[config.mk]
export PLATFORM = sky130hd
export DESIGN_NAME = cfg_bank_arbiter
export DESIGN_NICKNAME = d
export VERILOG_FILES = /design/src/rtl/spi_regmap_pkg.sv /design/src/rtl/wr_priority_arb.sv /design/src/rtl/cfg_bank_arbiter.sv
export SDC_FILE = /design/constraint.sdc
export NUM_CORES = 1
export LEC_CHECK = 0
export CORE_ASPECT_RATIO = 0.8
export CORE_UTILIZATION = 42
export CTS_BUF_LIST = sky130_fd_sc_hd__clkbuf_8 sky130_fd_sc_hd__clkbuf_16
export CTS_CLUSTER_SIZE = 24
export DETAILED_ROUTE_END_ITERATION = 8
export PLACE_DENSITY = 0.76
export SLEW_MARGIN = 20
export SYNTH_ARGS = -nofsm -noshare
export SYNTH_HDL_FRONTEND = slang
export SYNTH_HIERARCHICAL = 1
export SYNTH_SLANG_ARGS = --single-unit
[constraint.sdc]
create_clock -name clk -period 2.53 [get_ports clk]
set_input_delay 0.3795 -clock clk [delete_from_list [all_inputs] [get_ports clk]]
set_output_delay 0.3795 -clock clk [all_outputs]
set_load 0.05 [all_outputs]
[src/rtl/spi_regmap_pkg.sv]
// Register map shared by the SPI decoder, the sequencer and the config bank.
// Address constants, highest valid address and the duty-commit FSM state type.
package spi_regmap_pkg;

  localparam logic [6:0] ADDR_EN_OUT_LO = 7'd0;
  localparam logic [6:0] ADDR_EN_OUT_HI = 7'd1;
  localparam logic [6:0] ADDR_EN_PWM_LO = 7'd2;
  localparam logic [6:0] ADDR_EN_PWM_HI = 7'd3;
  localparam logic [6:0] ADDR_DUTY      = 7'd4;

  localparam int MAX_ADDR = 4;

  typedef enum logic {
    DUTY_IDLE    = 1'b0,
    DUTY_PENDING = 1'b1
  } duty_state_t;

endpackage

[src/rtl/wr_priority_arb.sv]
// Two-port write arbiter: port 0 has fixed priority, port 1 is forced through
// after STARVE_LIMIT consecutive lost cycles. Grant is combinational.
module wr_priority_arb #(
  parameter int STARVE_LIMIT = 4
) (
  input  logic       clk,
  input  logic       rst_n,
  input  logic       req0_valid,
  input  logic       req1_valid,
  output logic [1:0] grant
);

  logic [3:0] starve_cnt;
  logic       force1;

  assign force1 = req0_valid && req1_valid && (starve_cnt == 4'(STARVE_LIMIT));

  always_comb begin
    grant = 2'b00;
    if (force1)          grant = 2'b10;
    else if (req0_valid) grant = 2'b01;
    else if (req1_valid) grant = 2'b10;
  end

  // Counts consecutive cycles port 1 waits; saturates at the limit.
  always_ff @(posedge clk or negedge rst_n) begin
    if (!rst_n)
      starve_cnt <= 4'd0;
    else if (!req1_valid || grant[1])
      starve_cnt <= 4'd0;
    else if (starve_cnt != 4'(STARVE_LIMIT))
      starve_cnt <= starve_cnt + 4'd1;
  end

endmodule

[src/rtl/cfg_bank_arbiter.sv]
// Five-entry config bank written by two arbitrated ports; duty cycle is staged
// in a shadow and committed on period_start so PWM never changes mid-period.
module cfg_bank_arbiter
  import spi_regmap_pkg::*;
#(
  parameter int MAX_ADDR     = spi_regmap_pkg::MAX_ADDR,
  parameter int STARVE_LIMIT = 4
) (
  input  logic       clk,
  input  logic       rst_n,
  input  logic       req0_valid,
  input  logic [6:0] req0_addr,
  input  logic [7:0] req0_data,
  output logic       req0_ready,
  input  logic       req1_valid,
  input  logic [6:0] req1_addr,
  input  logic [7:0] req1_data,
  output logic       req1_ready,
  input  logic       period_start,
  output logic [7:0] en_reg_out_7_0,
  output logic [7:0] en_reg_out_15_8,
  output logic [7:0] en_reg_pwm_7_0,
  output logic [7:0] en_reg_pwm_15_8,
  output logic [7:0] pwm_duty_cycle,
  output logic       duty_pending,
  output logic       wr_err,
  output logic       wr_err_src
);

  logic [1:0]  grant;
  logic        wr_vld;
  logic        wr_port;
  logic [6:0]  wr_addr;
  logic [7:0]  wr_data;
  logic        in_range;
  logic        duty_wr;
  logic [7:0]  duty_shadow;
  duty_state_t state, next_state;
  logic        commit_bypass;
  logic        commit_shadow;

  wr_priority_arb #(.STARVE_LIMIT(STARVE_LIMIT)) u_arb (
    .clk        (clk),
    .rst_n      (rst_n),
    .req0_valid (req0_valid),
    .req1_valid (req1_valid),
    .grant      (grant)
  );

  assign req0_ready = grant[0];
  assign req1_ready = grant[1];
  assign wr_vld     = |grant;
  assign wr_port    = grant[1];
  assign wr_addr    = grant[1] ? req1_addr : req0_addr;
  assign wr_data    = grant[1] ? req1_data : req0_data;
  assign in_range   = (wr_addr <= 7'(MAX_ADDR));
  assign duty_wr    = wr_vld && in_range && (wr_addr == ADDR_DUTY);

  always_ff @(posedge clk or negedge rst_n) begin
    if (!rst_n) begin
      en_reg_out_7_0  <= 8'd0;
      en_reg_out_15_8 <= 8'd0;
      en_reg_pwm_7_0  <= 8'd0;
      en_reg_pwm_15_8 <= 8'd0;
      wr_err          <= 1'b0;
      wr_err_src      <= 1'b0;
    end else begin
      wr_err <= wr_vld && !in_range;
      if (wr_vld && !in_range)
        wr_err_src <= wr_port;
      if (wr_vld && in_range) begin
        case (wr_addr)
          ADDR_EN_OUT_LO: en_reg_out_7_0  <= wr_data;
          ADDR_EN_OUT_HI: en_reg_out_15_8 <= wr_data;
          ADDR_EN_PWM_LO: en_reg_pwm_7_0  <= wr_data;
          ADDR_EN_PWM_HI: en_reg_pwm_15_8 <= wr_data;
          default: ;
        endcase
      end
    end
  end

  always_ff @(posedge clk or negedge rst_n) begin
    if (!rst_n) state <= DUTY_IDLE;
    else        state <= next_state;
  end

  // A duty write landing on period_start bypasses the shadow entirely.
  always_comb begin
    next_state    = state;
    commit_bypass = 1'b0;
    commit_shadow = 1'b0;
    case (state)
      DUTY_IDLE: begin
        if (duty_wr && period_start) commit_bypass = 1'b1;
        else if (duty_wr)            next_state    = DUTY_PENDING;
      end
      DUTY_PENDING: begin
        if (duty_wr && period_start) begin
          commit_bypass = 1'b1;
          next_state    = DUTY_IDLE;
        end else if (period_start) begin
          commit_shadow = 1'b1;
          next_state    = DUTY_IDLE;
        end
      end
      default: next_state = DUTY_IDLE;
    endcase
  end

  always_ff @(posedge clk or negedge rst_n) begin
    if (!rst_n) begin
      duty_shadow    <= 8'd0;
      pwm_duty_cycle <= 8'd0;
    end else begin
      if (duty_wr && !period_start) duty_shadow <= wr_data;
      if (commit_bypass)            pwm_duty_cycle <= wr_data;
      else if (commit_shadow)       pwm_duty_cycle <= duty_shadow;
    end
  end

  assign duty_pending = (state == DUTY_PENDING);

endmodule

==> impl_summary.txt <==
----------------------------------------------------
[Outcome]
  Result of the run ... completed

[Yosys]
  Post-synthesis share of cell area spent on and, or, nand and nor gates ... 12.6%
  Post-Syn Instances ... 207
  Share of the synthesized area in compound gates (AO/OA/AOI/OAI) ... 11.5%
  Number of synthesized flops with an enable pin ... 0
  Primary FF master, synth ... dfrtp_1
  Share of the synthesized area in the top cell type ... 52.8%
  Synthesized-area fraction occupied by xor and xnor cells ... 0.672%
  Yosys cell types ... 39
  Post-Syn Nets ... 244
  Area share of fa/ha/maj cells after synthesis ... 0.960%
  Post-synthesis register bit count ... 55
  Total standard cell area after synthesis ... 0.00261 sq mm
  Share of synthesized area spent on multiplexers ... 18.2%
  Mean post-synth cell area ... 12.6 sq um
  Leading cell types by total area after synthesis ... dfrtp_1 53%, mux2_2 15%, a21oi_1 3.1%, mux2i_1 3.1%, o221a_2 3.0%
  Sequential share of the synthesized area ... 52.8%
  Synthesis warning total ... 6
  Combinational family with the most area after synthesis ... multiplexers
  Largest area contributor in the synthesized netlist ... dfrtp_1
  FFs w/ async S/R, synth ... 100%

[GRT]
  Congestion Overflow GR ... 0
  Vias in the first global route ... 2046
  Initial antenna violation count ... 0
  Pin count of the biggest net entering global routing ... 30
  Global-route total usage across every layer ... 20.1%
  First-pass GRT wire length ... 10.2 mm

[Cells and area]
  Area taken by multi-input logic gates ... 0.00125 sq mm
  Area occupied by registers ... 0.00138 sq mm
  Layout overhead on the synthesized area ... 51.5%
  Total number of nets in the final design ... 348
  Post-route insts no fill ... 393
  Layout cells sized above 1 ... 29.5%
  Total non-filler cell area in the finished layout ... 0.00395 sq mm
  Fill cell instance count of the final layout ... 449
  Final antenna diode count ... 0

[Routing]
  Total number of vias ... 2052
  Detail-routed net length per standard cell ... 16.3 microns
  Total routed wirelength ... 6.40 mm
  Number of design rule violations left after detail routing ... 0
  Per-cell via count in the routed design ... 5.22
  Number of antenna-violating nets in the routed design ... 0
  DRT iter0 DRCs ... 73
  DRT Pass-1 Iters ... 4

[STA]
  Fin crit share ... 95.5%
  Unrepaired setup endpoints after global routing ... yes
  Number of hold-slack violations in the final timing report ... 0
  Number of pins with negative max-slew slack in the final report ... 0
  Peak clock frequency supported by timing ... 414 MHz
  Tightest Pin Transition ... 555 ps
  Final setup violation count ... 0
  Relative slew slack ... 62.9%
  Final worst clock skew ... 6.10 ps
  Final Critical Period ... 2420 ps
  Setup TNS ... 0 ps

[Worst setup path]
  Arr. time, crit path ... 2620 ps
  Crit Path Class ... flip-flop to flip-flop
  Longest individual stage delay on the worst path ... 380 ps
  R2R Setup Slk ... 110 ps
  Endpoint type of the worst setup path ... flip-flop
  Top cell family by delay on the critical path ... simple AND/OR/NAND/NOR gates
  CP Buf/Inv Count ... 3
  Worst R2R Start ... u_arb/starve_cnt[1]$_DFFE_PN0P_
  Ordered list of cells on the worst path ... inv_1 -> ha_2 -> nand3b_1 -> a21oi_4 -> buf_6 -> nor4_4 -> nand3b_4 -> and2_4 -> nor3_4 -> buf_12 -> mux2_2
  Startpoint type of the worst setup path ... flip-flop
  Crit-path max FO ... 8
  Worst Path Required ... 2740 ps
  Cell depth of the worst flop-to-flop path ... 11
  Endpoint of the most critical register-to-register path ... en_reg_pwm_15_8[0]$_DFFE_PN0P_
  Crit path max-delay cell type ... dfrtp_1

[Pwr]
  Relative contribution of sequential cells to total power ... 39.3%
  Power per cell area ... 696 mW/mm^2
  Switching power total ... 0.949 mW
  Share of total power in combinational logic ... 36.1%
  Design internal power ... 1.80 mW
  Clock network power share ... 24.6%
  Switching Fraction ... 34.5%
  Max rail drop VDD ... 0.000444 V
  Static leakage power ... 1.71 nW

[Clocking]
  Depth of the CTS H-tree ... 2
  Number of buffers created by CTS ... 5
  Clk root buf ... clkbuf_8
  CTS max path bufs ... 2
  Clock sinks ... 55
  Insertion delay to the later sink of the worst-skew pair ... 310 ps
  CTS tree ... yes
  Clock slew at reported path FFs ... 100 ps

[Floorplan]
  Num rows ... 25
  Overall die area ... 0.00653 sq mm
  Chip Height ... 72.5 microns
  Core Footprint ... 0.00594 sq mm
  Top-level I/O count ... 80
  Starting Density ... 43.9%
  X dimension of the die ... 90.1 microns

[Placement]
  PortBufs ... 79
  Area post-placement ... 0.00370 sq mm
  Final weighted congestion in routability-driven placement ... 0.755
  DPL Wire Length ... 4.63 mm
  Dpl cells ... 381

[Worst hold path]
  Path category of the worst min-delay check ... input port to asynchronous set/reset pin

[Job]
  Maxcap violations ... 0

----------------------------------------------------
timing repair:
| item | CTS | global route |
|---|---|---|
| buffers inserted | 1 | 2 |
| pin swaps | 1 | 8 |
| resized for setup | 0 | 22 |
| hold buffers | 1 | 0 |
| endpoints found under the setup margin | 2 | 42 |
| hold endpoints to repair | 11 | 0 |
placed cells by master (no fill, tap or decap), types with 2 or more instances in the layout:
cell type         n
a21oi_1          15
a21oi_4           2
a22o_1            2
a31oi_1           2
buf_12            5
buf_4            21
buf_6             3
bufinv_16         2
clkbuf_8          5
clkdlybuf4s50_1  76
dfrtp_1          55
inv_1             8
mux2_2           16
mux2_4           19
mux2i_1           8
nand2_1          10
nand4b_1          8
nor2_1           20
nor3_4            3
o21a_1            2
o221a_2           7
power by group through the flow:
stage / sequential (mW) / combinational (mW) / clock [mW]
global route: 1.09 / 1.04 / 0.720
CTS: 1.08 / 0.973 / 0.691
global placement: 1.09 / 0.954 / 0
detailed placement: 1.09 / 0.968 / 0
floorplan: 1.47 / 0.206 / 0
finish: 1.08 / 0.992 / 0.677
sequential cells by signal (all words and copies together) (netlist names):
signal	flops
duty_shadow	8
en_reg_out_15_8	8
en_reg_out_7_0	8
en_reg_pwm_15_8	8
en_reg_pwm_7_0	8
pwm_duty_cycle	8
u_arb/starve_cnt	4
duty_pending	1
wr_err	1
wr_err_src	1
per-layer routing:
layer	vias to the layer above	wire length (microns)	global-route usage [%]
li1	957	-	-
met1	1015	3050	28.0
met2	71	2900	31.2
met3	9	377	4.51
met4	0	75	7.17
met5	-	0	0
how the worst max path moves through the flow:
stage / start / endpoint / slack (ps) / cells after the start
floorplan: u_arb/starve_cnt[0]$_DFFE_PN0P_ / pwm_duty_cycle[7]$_DFFE_PN0P_ / -20 / 11
detailed placement: req1_valid / en_reg_out_7_0[5]$_DFFE_PN0P_ / -40 / 11
finish: u_arb/starve_cnt[1]$_DFFE_PN0P_ / en_reg_pwm_15_8[0]$_DFFE_PN0P_ / 110 / 11
global placement: req1_valid / en_reg_pwm_15_8[6]$_DFFE_PN0P_ / 20 / 8
CTS: u_arb/starve_cnt[0]$_DFFE_PN0P_ / en_reg_pwm_7_0[2]$_DFFE_PN0P_ / 60 / 11
global route: u_arb/starve_cnt[1]$_DFFE_PN0P_ / en_reg_pwm_15_8[7]$_DFFE_PN0P_ / -20 / 11
per-stage QoR:
stage	utilization [%]	hold slack, ps	setup WS, ps	total power [mW]
final	66.5	483	113	2.75
after detailed placement	62.3	285	-41.9	2.06
after floorplan	-	83.9	-17.9	1.68
after global routing	66.5	534	-23.3	2.85
after global placement	62.3	275	18.8	2.05
after CTS	64.8	502	62.9	2.74
area by class of cell:
cell class	instances	area share [%]
Timing Repair Buffer	107	27.0
Sequential cell	55	34.8
Clock buffer	5	1.74
Inverter	7	0.665
Multi-Input combinational cell	135	31.5
Clock inverter	3	1.62
Tap cell	81	2.57
logic make-up after synthesis:
| kind of cell | after synthesis |
|---|---|
| buffers and inverters | 17 |
| muxes | 43 |
| DFF | 55 |
| AOI/OAI and AO/OA | 36 |
| and+or+nand+nor | 52 |
| adders and majority gates | 2 |
| xor gates and xnor gates | 2 |
synthesized netlist by cell type, types with 3 or more instances:
library cell / number
o221a_2: 7
dfrtp_1: 55
nor3_4: 3
buf_2: 3
inv_1: 7
a21oi_1: 16
mux2i_1: 8
nor2_1: 20
nand2_1: 10
mux2_2: 35
nand4b_1: 8
Power figures use the tool's default switching activity.
